<file path="config.mk">
export PLATFORM = sky130hd
export DESIGN_NAME = tipi_nib_seq
export DESIGN_NICKNAME = d
export VERILOG_FILES = /design/src/rtl/tipi_nib_seq_pkg.sv /design/src/rtl/tipi_nib_seq_sync_8bit.sv /design/src/rtl/tipi_nib_seq.sv
export SDC_FILE = /design/constraint.sdc
export NUM_CORES = 1
export LEC_CHECK = 0
export ABC_AREA = 1
export CORE_UTILIZATION = 48
export CTS_CLUSTER_DIAMETER = 150
export DETAILED_ROUTE_END_ITERATION = 8
export HOLD_SLACK_MARGIN = 0.12
export PLACE_DENSITY = 0.73
export RECOVER_POWER = 100
export SLEW_MARGIN = 20
export SYNTH_ARGS = -nofsm -noshare
export SYNTH_HDL_FRONTEND = slang
export SYNTH_SLANG_ARGS = --single-unit
</file>
<file path="constraint.sdc">
create_clock -name r_clk -period 1.61 [get_ports r_clk]
set_clock_uncertainty 0.2 [all_clocks]
set_input_delay 0.161 -clock r_clk [delete_from_list [all_inputs] [get_ports r_clk]]
set_output_delay 0.161 -clock r_clk [all_outputs]
set_load 0.03 [all_outputs]
</file>
<file path="src/rtl/tipi_nib_seq_pkg.sv">
// -----------------------------------------------------------------------------
// tipi_nib_seq_pkg
// Purpose : Shared definitions for the TIPI Pi-side nibble sequencer:
//           nibble-bus command codes, FSM state encodings and a small
//           command decoding helper.
// Ports   : none (package)
// -----------------------------------------------------------------------------
package tipi_nib_seq_pkg;

  // Command nibbles sent by the Pi as the first strobe of a frame.
  localparam logic [3:0] CMD_NOP      = 4'h0;
  localparam logic [3:0] CMD_READ_TD  = 4'h1;
  localparam logic [3:0] CMD_READ_TC  = 4'h2;
  localparam logic [3:0] CMD_WRITE_RD = 4'h5;
  localparam logic [3:0] CMD_WRITE_RC = 4'h6;

  // Frame sequencer states.
  typedef enum logic [2:0] {
    ST_IDLE  = 3'd0,
    ST_RD_HI = 3'd1,
    ST_RD_LO = 3'd2,
    ST_WR_HI = 3'd3,
    ST_WR_LO = 3'd4
  } state_t;

  // True for any command nibble the sequencer understands (NOP included).
  function automatic logic cmd_is_known(input logic [3:0] cmd);
    return (cmd == CMD_NOP)      || (cmd == CMD_READ_TD)  ||
           (cmd == CMD_READ_TC)  || (cmd == CMD_WRITE_RD) ||
           (cmd == CMD_WRITE_RC);
  endfunction

endpackage

</file>
<file path="src/rtl/tipi_nib_seq_sync_8bit.sv">
// -----------------------------------------------------------------------------
// sync_8bit
// Purpose : Multi-stage flip-flop synchroniser for an 8-bit quasi-static
//           value (the TI-side TD/TC latches) into the Pi clock domain.
// Ports   :
//   i_clk   in  1  destination clock
//   i_srst  in  1  synchronous active-high clear of every stage
//   i_d     in  8  value from the foreign domain
//   o_q     out 8  synchronised value (last stage)
// -----------------------------------------------------------------------------
module sync_8bit #(
  parameter int STAGES = 2
) (
  input  logic       i_clk,
  input  logic       i_srst,
  input  logic [7:0] i_d,
  output logic [7:0] o_q
);

  // Fewer than two stages gives no metastability protection; clamp.
  localparam int DEPTH = (STAGES < 2) ? 2 : STAGES;

  logic [7:0] r_stage [DEPTH];

  always_ff @(posedge i_clk) begin
    if (i_srst) begin
      r_stage[0] <= 8'h00;
    end else begin
      r_stage[0] <= i_d;
    end
  end

  genvar gi;
  generate
    for (gi = 1; gi < DEPTH; gi++) begin : g_stage
      always_ff @(posedge i_clk) begin
        if (i_srst) begin
          r_stage[gi] <= 8'h00;
        end else begin
          r_stage[gi] <= r_stage[gi-1];
        end
      end
    end
  endgenerate

  assign o_q = r_stage[DEPTH-1];

endmodule

</file>
<file path="src/rtl/tipi_nib_seq.sv">
// -----------------------------------------------------------------------------
// tipi_nib_seq
// Purpose : Pi-side nibble-bus sequencer for the TIPI register file. Frames
//           3-strobe transfers (command, hi nibble, lo nibble) to read the
//           TI-written TD/TC latches and write the Pi-owned RD/RC registers.
//           Raises r_attn while TC differs from the last TC value read.
// Ports   :
//   r_clk      in  1  Pi-supplied clock
//   r_rst      in  1  synchronous active-high reset
//   r_stb      in  1  one-cycle nibble strobe
//   r_nib_in   in  4  nibble from the Pi
//   r_nib_out  out 4  nibble to the Pi (registered)
//   r_nib_oe   out 1  pin driver enable (registered)
//   r_attn     out 1  synced TC differs from last TC read
//   r_err      out 1  one-cycle pulse: bad command or timeout abort
//   busy       out 1  sequencer not idle
//   ti_td      in  8  TD latch (TI domain)
//   ti_tc      in  8  TC latch (TI domain)
//   rd_reg     out 8  RD register to TI read mux
//   rc_reg     out 8  RC register to TI read mux
// -----------------------------------------------------------------------------
module tipi_nib_seq
  import tipi_nib_seq_pkg::*;
#(
  parameter int TIMEOUT     = 1024,
  parameter int SYNC_STAGES = 2
) (
  input  logic       r_clk,
  input  logic       r_rst,
  input  logic       r_stb,
  input  logic [3:0] r_nib_in,
  output logic [3:0] r_nib_out,
  output logic       r_nib_oe,
  output logic       r_attn,
  output logic       r_err,
  output logic       busy,
  input  logic [7:0] ti_td,
  input  logic [7:0] ti_tc,
  output logic [7:0] rd_reg,
  output logic [7:0] rc_reg
);

  localparam int             CW       = (TIMEOUT > 1) ? $clog2(TIMEOUT) : 1;
  localparam logic [CW-1:0]  CNT_LAST = CW'(TIMEOUT - 1);

  logic [7:0]    w_td_s;
  logic [7:0]    w_tc_s;
  logic          w_timeout;

  state_t        r_state;
  logic [7:0]    r_shadow;
  logic [7:0]    r_tc_seen;
  logic [3:0]    r_hi;
  logic          r_sel_rc;
  logic [CW-1:0] r_cnt;

  sync_8bit #(.STAGES(SYNC_STAGES)) u_sync_td (
    .i_clk  (r_clk),
    .i_srst (r_rst),
    .i_d    (ti_td),
    .o_q    (w_td_s)
  );

  sync_8bit #(.STAGES(SYNC_STAGES)) u_sync_tc (
    .i_clk  (r_clk),
    .i_srst (r_rst),
    .i_d    (ti_tc),
    .o_q    (w_tc_s)
  );

  // A strobe on the terminal count cycle takes priority over the abort.
  assign w_timeout = (r_state != ST_IDLE) && !r_stb && (r_cnt == CNT_LAST);

  assign busy   = (r_state != ST_IDLE);
  assign r_attn = (w_tc_s != r_tc_seen);

  always_ff @(posedge r_clk) begin
    if (r_rst) begin
      r_state   <= ST_IDLE;
      r_shadow  <= 8'h00;
      r_tc_seen <= 8'h00;
      r_hi      <= 4'h0;
      r_sel_rc  <= 1'b0;
      r_cnt     <= '0;
      r_nib_out <= 4'h0;
      r_nib_oe  <= 1'b0;
      r_err     <= 1'b0;
      rd_reg    <= 8'h00;
      rc_reg    <= 8'h00;
    end else begin
      r_err <= 1'b0;

      if ((r_state == ST_IDLE) || r_stb || w_timeout) begin
        r_cnt <= '0;
      end else begin
        r_cnt <= r_cnt + 1'b1;
      end

      if (w_timeout) begin
        // Abort: a partially received write is discarded.
        r_state   <= ST_IDLE;
        r_err     <= 1'b1;
        r_nib_oe  <= 1'b0;
        r_nib_out <= 4'h0;
      end else begin
        case (r_state)
          ST_IDLE: begin
            if (r_stb) begin
              if (!cmd_is_known(r_nib_in)) begin
                r_err <= 1'b1;
              end else begin
                case (r_nib_in)
                  CMD_READ_TD: begin
                    r_shadow  <= w_td_s;
                    r_nib_out <= w_td_s[7:4];
                    r_nib_oe  <= 1'b1;
                    r_state   <= ST_RD_HI;
                  end
                  CMD_READ_TC: begin
                    r_shadow  <= w_tc_s;
                    r_tc_seen <= w_tc_s;
                    r_nib_out <= w_tc_s[7:4];
                    r_nib_oe  <= 1'b1;
                    r_state   <= ST_RD_HI;
                  end
                  CMD_WRITE_RD: begin
                    r_sel_rc <= 1'b0;
                    r_state  <= ST_WR_HI;
                  end
                  CMD_WRITE_RC: begin
                    r_sel_rc <= 1'b1;
                    r_state  <= ST_WR_HI;
                  end
                  default: begin
                    // CMD_NOP: nothing to do.
                  end
                endcase
              end
            end
          end

          ST_RD_HI: begin
            if (r_stb) begin
              r_nib_out <= r_shadow[3:0];
              r_state   <= ST_RD_LO;
            end
          end

          ST_RD_LO: begin
            if (r_stb) begin
              r_nib_out <= 4'h0;
              r_nib_oe  <= 1'b0;
              r_state   <= ST_IDLE;
            end
          end

          ST_WR_HI: begin
            if (r_stb) begin
              r_hi    <= r_nib_in;
              r_state <= ST_WR_LO;
            end
          end

          ST_WR_LO: begin
            if (r_stb) begin
              if (r_sel_rc) begin
                rc_reg <= {r_hi, r_nib_in};
              end else begin
                rd_reg <= {r_hi, r_nib_in};
              end
              r_state <= ST_IDLE;
            end
          end

          default: begin
            r_state <= ST_IDLE;
          end
        endcase
      end
    end
  end

endmodule

</file>
==> results by group <==
Status
  • Status: finished, violations left
  • Violated checks: setup timing

Placed design
  • GPL Wtd Cong: 0.855
  • Number of port buffers: 46
  • Placed insts: 579
  • HPWL after DPL: 4.82 mm
  • Post-Place Setup Slack: -0.214 ns

Floorplan
  • Starting Density: 0.511
  • Die footprint: 0.00725 mm²
  • # IOs: 47
  • DIE HEIGHT: 85.1 µm
  • Core area: 0.00649 mm²
  • Rows: 29
  • Die width: 85.1 µm

Route
  • DRT Wirelength: 7.22 mm
  • Via count: 2814
  • Vias per cell: 4.67
  • Antenna Violating Nets Remaining: 0
  • Per-cell routed wire length: 12.0 µm
  • DRC: 0
  • DR iter-0 viols: 153
  • Drt pass-1 iters: 4

Global routing
  • Tot GR Track Use: 0.203
  • Total gr overflow: 0
  • Initial antenna violation count: 0
  • Largest net degree at the start of global routing: 25
  • Global-route wire length before repair: 11.5 mm
  • Vias in the first global route: 2547

STA
  • Setup ws final: -0.0819 ns
  • Final hold vios: 0
  • Post-route minimum period: 1.69 ns
  • RSZ-0062 raised after global routing: yes
  • Slew of the pin with the lowest slew margin: 0.419 ns
  • Final worst-path cycle share: 1.05
  • Pins Over Slew Limit: 0
  • Final setup violating endpoints: 1
  • Slew headroom: 0.721
  • Min Hold Slack: 0.124 ns
  • Peak Freq: 591 MHz

Synth
  • Post-Synth Simple-Gate Area: 0.270
  • Syn Inst Count: 435
  • Number of synthesized register bits: 84
  • Largest family of logic cells by synthesized area: simple AND/OR/NAND/NOR gates
  • Unique masters post-synth: 28
  • Mapped Avg Cell Area: 7.63 µm²
  • Synth warn: 0
  • Post-synthesis mux area share: 0
  • Cell Area, Synth: 0.00332 mm²
  • Register area share after synthesis: 0.507
  • Synth Area in Compound Gates: 0.0951
  • Synth Area in Adders: 0.00377
  • Post-Syn Nets: 459
  • Xor/xnor share of the synthesized area: 0.0290

Clock network
  • Clk pin slew, worst setup/hold paths: 0.08 ns
  • CTS tree: built
  • TritonCTS Buffers: 9
  • Clock Tree Root: clkbuf_8
  • Clk Latency, worst-skew pair: 0.35 ns
  • Clk buf depth: 2
  • CTS H-tree depth: 3
  • CTS sink cnt: 84

Layout
  • Filler-free cell count of the finished design: 603
  • Fillcell total: 554
  • Reg area: 0.00169 mm²
  • Biggest regs: u_sync_tc.r_stage x16, u_sync_td.r_stage x16, r_cnt x10
  • NumNets Final: 546
  • Antenna cells: 0
  • Share of cells above drive strength 1: 0.183
  • Fin util: 0.672
  • Area occupied by multi-input gates: 0.00140 mm²
  • Syn-to-layout area delta: 31.5%

Job
  • Max-cap viol count: 0

Setup path
  • WP data arrival: 1.33 ns
  • Launching element type of the critical path: flop
  • CP Max Fanout: 2
  • Critical path class: flop to output port
  • R2r setup slk: 0.04 ns
  • Critical path endpoint category: output port
  • CP required: 1.25 ns
  • Worst r2r path cells: 7

Worst hold path
  • HP Class: primary input to flop
  • Worst Hold Depth: 3

Power
  • Peak supply drop: 496 µV
  • Psw: 1020 µW
  • Clock share of power: 0.361
  • Combinational power share: 0.109
  • Pint: 3090 µW
  • Reg power frac: 0.529
  • Net Sw Frac: 0.248
  • Pleak: 0.00204 µW
  • Cell Pwr Density: 942 mW/mm²
==> final timing paths <==
| path | from | endpoint |
|---|---|---|
| min | ti_td[2] | u_sync_td.r_stage[0][2] |
| min reg2reg | u_sync_tc.r_stage[0][4] | u_sync_tc.r_stage[1][4] |
| max reg2reg | r_cnt[0] | r_cnt[8] |
| max | r_tc_seen[1] | r_attn |
==> cells by family (layout without fill, tap and decap cells) <==
logic type | count (synthesis) | in the layout
XOR/XNOR | 11 | 11
AND/OR/NAND/NOR | 202 | 204
adder cells (fa/ha/maj) | 1 | 1
AO/OA/AOI/OAI | 60 | 60
flip-flops | 84 | 84
buffers and inverters | 77 | 166
==> cell usage after synthesis, drive strengths merged <==
| cell | number | share of area |
|---|---|---|
| nor3 | 2 | 0.0079 |
| nand3 | 11 | 0.017 |
| clkbuf | 3 | 0.0034 |
| nand2 | 83 | 0.10 |
| buf | 7 | 0.016 |
| o21ai | 16 | 0.024 |
| a21oi | 44 | 0.071 |
| xor2 | 10 | 0.026 |
| ha | 1 | 0.0038 |
| nand3b | 1 | 0.0023 |
| nor3b | 1 | 0.0038 |
| xnor2 | 1 | 0.0026 |
| or2 | 2 | 0.0038 |
| dfxtp | 84 | 0.51 |
| nand4 | 3 | 0.0057 |
| inv | 67 | 0.076 |
| nor2 | 99 | 0.13 |
==> critical path: stages, from the launching register on <==
cell and delay (ns):
dfxtp_2 0.32, or2_4 0.24, a21oi_2 0.13, nand4_1 0.12, buf_6 0.17
==> power by group through the flow <==
stage	logic, µW	clock network (µW)	registers [µW]
floorplan	230	0	2240
global route	495	1600	2180
detailed placement	442	0	2220
global placement	435	0	2220
finish	450	1490	2170
CTS	450	1510	2170
==> final cells by class <==
class / count / share of cell area
sequential: 84 / 0.388
multi-input combinational: 276 / 0.321
timing repair buffer: 84 / 0.168
inverter: 67 / 0.0576
clock buffer: 12 / 0.0333
tap: 77 / 0.0221
clock inverter: 3 / 0.0106
==> metal layers <==
metal / part of all wire / GRT usage / vias to the layer above / routed length, µm
li1: - / - / 1500 / -
met1: 0.49 / 0.276 / 1246 / 3520
met2: 0.46 / 0.318 / 61 / 3340
met3: 0.038 / 0.0506 / 7 / 273
met4: 0.013 / 0.0647 / 0 / 94
met5: 0 / 0 / - / 0
==> cell usage in the layout (no fill, tap or decap), types with 3 or more instances in the layout <==
cell             Yosys  layout
inv_2                3       3
a21oi_1             40      39
a21oi_2              4       5
clkbuf_8             0      10
nand3_1             11       9
clkbuf_4             0       3
o21ai_0             14      14
dfxtp_2              0       8
dlygate4sd2_1        0      22
dfxtp_1             84      76
dlygate4sd3_1        0       7
nand2_1             76      75
nand2_4              3       5
nor2_2              13      12
inv_1               64      64
clkdlybuf4s50_1      0      20
xor2_1              10      10
nor2_4               2       3
nand4_1              3       3
nor2_1              84      84
nand2_2              4       4
buf_4                0      26
==> repair_timing <==
action                     4_1_cts  5_1_grt
hold endpoints to repair        16        0
pin swaps                        3        6
gates resized for setup         37       20
hold buffers                     6        0
gates cloned                     0        2
setup endpoints to repair       31       39
setup buffers                    0        1
==> metrics by stage <==
step / TNS [ns] / cell area, µm² / power [µW]
after floorplan: 0 / 3320 / 2470
after global placement: -5.52 / 4050 / 2650
after detailed placement: -6.45 / 4050 / 2660
after CTS: -0.152 / 4300 / 4130
after global routing: -1.23 / 4360 / 4280
final: -0.0819 / 4360 / 4110
(Power assumes the default switching activity.)
